[config.mk]
export PLATFORM = sky130hd
export DESIGN_NAME = pe_button_debounce
export DESIGN_NICKNAME = d
export VERILOG_FILES = /design/src/rtl/pe_button_debounce.sv
export SDC_FILE = /design/constraint.sdc
export NUM_CORES = 1
export LEC_CHECK = 0
export BUFFER_PORTS_ARGS = -buffer_cell sky130_fd_sc_hd__buf_2
export CAP_MARGIN = 20
export CORE_MARGIN = 2
export CORE_UTILIZATION = 50
export DETAILED_ROUTE_END_ITERATION = 16
export GPL_TIMING_DRIVEN = 1
export HOLD_SLACK_MARGIN = 0.02
export PLACE_DENSITY_LB_ADDON = 0.12
export SKIP_CTS_REPAIR_TIMING = 1
export SYNTH_ARGS = -nofsm -noshare
export SYNTH_HDL_FRONTEND = slang
export SYNTH_SLANG_ARGS = --single-unit
[constraint.sdc]
create_clock -name clk -period 8.5 [get_ports clk]
set_clock_uncertainty 0.15 [all_clocks]
set_input_delay 0.425 -clock clk [delete_from_list [all_inputs] [get_ports clk]]
set_output_delay 0.425 -clock clk [all_outputs]
set_load 0.02 [all_outputs]
[src/rtl/pe_button_debounce.sv]
// Push-button responder: synchronises and debounces 5 buttons, latches sticky press
// events (write-one-to-clear) and counts presses, all readable from the CPU bridge.

module pe_button_debounce_lane #(
    parameter int DEBOUNCE_CYCLES = 20000,
    parameter int CNT_W           = 16
) (
    input  logic clk,
    input  logic rst,
    input  logic sync_in,
    output logic stable,
    output logic rise
);
    logic [CNT_W-1:0] cnt;
    logic             at_limit;

    assign at_limit = (cnt == CNT_W'(DEBOUNCE_CYCLES - 1));
    // A rise is the cycle in which an accepted 0->1 change is committed to stable.
    assign rise     = sync_in & ~stable & at_limit;

    always_ff @(posedge clk) begin
        if (!rst) begin
            cnt    <= '0;
            stable <= 1'b0;
        end else if (sync_in == stable) begin
            cnt <= '0;
        end else if (at_limit) begin
            stable <= sync_in;
            cnt    <= '0;
        end else begin
            cnt <= cnt + 1'b1;
        end
    end
endmodule

module pe_button_debounce #(
    parameter int DEBOUNCE_CYCLES = 20000,
    parameter int CNT_W           = 16
) (
    input  logic        clk,
    input  logic        rst,
    input  logic [11:0] addr,
    input  logic        wen,
    input  logic [31:0] wdata,
    input  logic [4:0]  button,
    output logic [31:0] rdata
);
    localparam int          NUM_LANES = 5;
    localparam logic [11:0] ADDR_STAT = 12'h078;
    localparam logic [11:0] ADDR_EVT  = 12'h07C;
    localparam logic [11:0] ADDR_CNT  = 12'h080;

    logic [NUM_LANES-1:0] sync1, sync2, stable, rise, evt;
    logic [15:0]          press_cnt;
    logic [2:0]           rise_cnt;

    always_ff @(posedge clk) begin
        if (!rst) begin
            sync1 <= '0;
            sync2 <= '0;
        end else begin
            sync1 <= button;
            sync2 <= sync1;
        end
    end

    for (genvar i = 0; i < NUM_LANES; i++) begin : g_lane
        pe_button_debounce_lane #(
            .DEBOUNCE_CYCLES(DEBOUNCE_CYCLES),
            .CNT_W          (CNT_W)
        ) u_lane (
            .clk    (clk),
            .rst    (rst),
            .sync_in(sync2[i]),
            .stable (stable[i]),
            .rise   (rise[i])
        );
    end

    always_comb begin
        rise_cnt = '0;
        for (int i = 0; i < NUM_LANES; i++) rise_cnt = rise_cnt + {2'b0, rise[i]};
    end

    // Set has priority over a coincident clear on both the event bits and the counter.
    always_ff @(posedge clk) begin
        if (!rst) begin
            evt       <= '0;
            press_cnt <= '0;
        end else begin
            if (wen && addr == ADDR_EVT) evt <= (evt & ~wdata[NUM_LANES-1:0]) | rise;
            else                         evt <= evt | rise;
            if (wen && addr == ADDR_CNT) press_cnt <= {13'b0, rise_cnt};
            else                         press_cnt <= press_cnt + {13'b0, rise_cnt};
        end
    end

    always_comb begin
        rdata = 32'h0;
        case (addr)
            ADDR_STAT: rdata = {27'b0, stable};
            ADDR_EVT:  rdata = {27'b0, evt};
            ADDR_CNT:  rdata = {16'b0, press_cnt};
            default:   rdata = 32'h0;
        endcase
    end
endmodule

==> results <==
- The count of warnings emitted by yosys is 0.
- In the finished design, the share of the clock period the worst path needs comes to 0.5050.
- Dividing total power by cell area gives a power density of approximately 190 mW/mm^2.
- In this run the worst path has a maximum fanout of 6.
- The number of pins with negative max-slew slack in the final report is 0.
- The highest cell delay on the worst timing path is around 0.59 ns.
- Once detailed placement completed, the half-perimeter wirelength came to 7523 um.
- The critical path goes through or4b_1 > nor4_1 > nand2_1 > fa_1 > fa_1 > inv_1 > ha_1 > ha_1 > nand3_1 > a211o_1 > or4_1 > a21oi_1.
- The post-layout instance count excluding filler cells is ~830.
- Timing would allow up to 233.0 MHz.
- The static power due to leakage is 2.213 nW.
- The final routed wire length divided by cell count is 12.95 um.
- The final worst-path setup slack is approximately 4.2 ns.
- Along the worst hold path, the cell count comes to 2.
- In this run the horizontal extent of the chip is 110.7 um.
- The arrival time of data at the critical path endpoint is 4.48 ns.
- The total area inside the core boundary comes to 0.01098 sq mm.
- Routability-driven placement finished with a final weighted congestion of about 0.80.
- The final wirelength is 10,790 um.
- The clock tree from TritonCTS is yes.
- Counting along the longest clock path gives a buffer depth of 2.
- After detailed placement, the design holds a cell count of 802.
- The worst slew margin relative to its limit is 0.5724.
- The path depth of the worst reg2reg path is 12.
- The number of endpoints with negative hold slack in the final report came to 0.
- Counting distinct cell types in the post-synthesis netlist gives 57.
- Setup repair after global routing left no endpoint under its margin.
- The initial antenna violation count was 0.
- The startpoint identified for the worst hold timing path is button[0].
- The min-delay analysis places its worst path in the category primary input to flop.
- The area of the die is around 0.012 sq mm.
- Once layout is complete, the utilization of the core stands at 0.5842.
- The number of storage elements in the synthesis netlist is about 120.
- The library cells used most frequently in the layout, excluding fill and tap cells, are sky130_fd_sc_hd__dfxtp_1, sky130_fd_sc_hd__nor2_1, sky130_fd_sc_hd__xnor2_1.
- The endpoint identified for the worst register-to-register timing path is press_cnt[15].
- The detailed router placed between 4,000 and 5,000 vias in this run.
- The slew at the pin closest to its max-slew limit is 0.6395 ns.
- Across the run, the number of max-cap violations was 0.
- The worst hold path terminates at sync1[0].
- Grouping stages by cell kind, the critical path spends the most delay in simple AND/OR/NAND/NOR gates.
- The master cell of the clock root buffer is sky130_fd_sc_hd__clkbuf_16.
- For flop-to-flop paths, the worst setup slack is 4.21 ns.
- The number of H-tree branching levels is 4.
- The clock period could shrink to 4.293 ns.
- Setup violations remaining at the end of the flow were counted as 0.
- The TritonCTS buffer count is 17.
- The critical path class is flop to flop.
- The floorplan has 38 rows.
- Clock tree synthesis found a total of 116 sinks.
- Compared with the post-synthesis result, the final layout area differs by 12.75%.
- Using the TritonRoute via totals, the vias-per-cell ratio works out to 5.381.
- In the final layout, the share of cells above drive strength 1 is 0.1140.
- The total buffers and inverters traversed by the critical path is 1.
- The detailed-routing iteration count for the pre-antenna-repair pass is 6.
- For this run, design rule violations remaining after detail routing come to 0.
- For this design the top-level I/O count stands at 84.
- Timing analysis after detailed placement gives a worst setup slack of 4.222 ns.
- STA classifies the critical path startpoint as a flop.
- VDD sags by at most 0.0002094 V.
- After the last flow step, the layout net total stands at 750.
- In this run, the number of DRC markers left after iteration 0 of detailed routing was approximately 260.
- After routing the design area is 0.006416 sq mm.
- The number of standard cells after synthesis is around 650.
- STA classifies the critical path endpoint as a flop.
- The post-synthesis average cell area is 8.822 sq um.
- The slowest stage of the critical path is the sky130_fd_sc_hd__or4b_1 cell.
- The area after detailed placement is 0.005877 sq mm.
- After routing, the total negative slack on setup checks comes to 0 ns.
- Entering global routing, the biggest net connects 36 pins.
- In this run the cell area of the synthesized design comes to 0.005690 sq mm.
- The final antenna diode count is 0.
- In the global route stage, overall resource usage came out at 0.1814.
- The number of nets with antenna violations after detailed routing is 0.
- The clock transition at the registers of the reported paths is 0.05 ns.
- The run finished with clean final reports.
- The overall power after layout is 1.225 mW.
- The first global-routing pass estimated 18,570 um of wire.
- The most frequent standard cell in the layout excluding fill and tap cells is sky130_fd_sc_hd__dfxtp_1.
- The sequential area share after synthesis is 0.4081.
- The number of global-route vias before repair was around 4,200.
- The startpoint identified for the worst register-to-register timing path is g_lane[3].u_lane.cnt[5].
- The die is 110.7 um tall.
- For the worst-skew pair, the clock arrives at the later sink with an insertion delay of 0.40 ns.
- The number of buffers inserted by port buffering is 40.
- For the worst setup path, the data required time is around 8.7 ns.
- The total overflow left after global routing is 0.
- The final hold slack is between 0.07 and 0.08 ns.
- For this configuration, the core starts out at a cell density of 0.5181.
==> cells by family after synthesis <==
logic type               Yosys count  synth area share
AO/OA/AOI/OAI                     55           0.06332
XOR/XNOR                          75            0.1154
adder cells (fa/ha/maj)           17           0.04134
buffers and inverters             65           0.06156
flip-flops                       116            0.4081
multiplexers                       6           0.01055
other                              1         0.0006590
AND/OR/NAND/NOR                  310            0.2990
==> layer usage <==
layer  global-route usage  vias to the layer above  part of all wire
met3              0.05194                       17             0.046
met1               0.2334                     2073              0.49
met2               0.2855                       96              0.45
met4              0.07750                        0             0.017
li1                     -                     2296                 -
met5                    0                        -                 0
==> state kept, by name (all words and copies together), names as in the netlist <==
register              cells
sync2                     5
g_lane.u_lane.cnt        80
evt                       5
press_cnt                16
sync1                     5
g_lane.u_lane.stable      5
==> how the worst max path moves through the flow <==
stage | startpoint | end | cells past startpoint
finish | g_lane[3].u_lane.cnt[5] | press_cnt[15] | 12
global route | g_lane[1].u_lane.cnt[0] | press_cnt[6] | 14
CTS | g_lane[3].u_lane.cnt[5] | press_cnt[15] | 12
detailed placement | g_lane[3].u_lane.cnt[5] | press_cnt[15] | 12
global placement | g_lane[3].u_lane.cnt[5] | press_cnt[15] | 12
floorplan | g_lane[3].u_lane.cnt[5] | press_cnt[15] | 12
==> synth_stat cells, drive strengths merged <==
library cell / instances / share of area
fa: 3 / 0.011
nor2: 89 / 0.059
dfxtp: 116 / 0.41
inv: 26 / 0.017
o211ai: 2 / 0.0026
nand3: 31 / 0.027
or4: 10 / 0.015
nor4: 24 / 0.027
xor2: 33 / 0.051
nand4bb: 2 / 0.0068
mux2i: 6 / 0.011
nor4b: 1 / 0.0015
or3b: 2 / 0.0031
a211o: 1 / 0.0015
a21boi: 5 / 0.0066
nor3: 8 / 0.0070
nand2: 40 / 0.026
or4b: 3 / 0.0053
or2: 2 / 0.0022
clkbuf: 11 / 0.0075
ha: 14 / 0.031
buf: 28 / 0.037
a41o: 1 / 0.0018
or3: 8 / 0.0097
o21ai: 15 / 0.013
and4: 8 / 0.012
nand2b: 2 / 0.0022
conb: 1 / 0.00066
and3: 8 / 0.0088
o21a: 4 / 0.0053
nor4bb: 1 / 0.0018
nand4: 36 / 0.040
nand4b: 2 / 0.0031
a21oi: 13 / 0.011
o31ai: 4 / 0.0053
xnor2: 42 / 0.065
o41ai: 5 / 0.0077
a21bo: 1 / 0.0018
o2111ai: 4 / 0.0062
nor3b: 4 / 0.0053
and2: 24 / 0.026
nand3b: 3 / 0.0068
nor2b: 2 / 0.0022
==> final cells by class <==
type,count,area (sq um)
multi-input cells,479,3074
inverters,26,97.59
clock buffers,26,489.2
flip-flops and latches,116,2322
well taps,140,175.2
repair buffers,41,207.7
fillers,992,4567
clock inverters,5,50.05
==> report_power, final <==
group | total [mW] | switching [mW] | internal, mW
sequential | 0.549 | 0.00166 | 0.548
combinational | 0.0277 | 0.0186 | 0.00914
clock | 0.648 | 0.227 | 0.421
No activity file was read; power rests on OpenSTA's default activity.
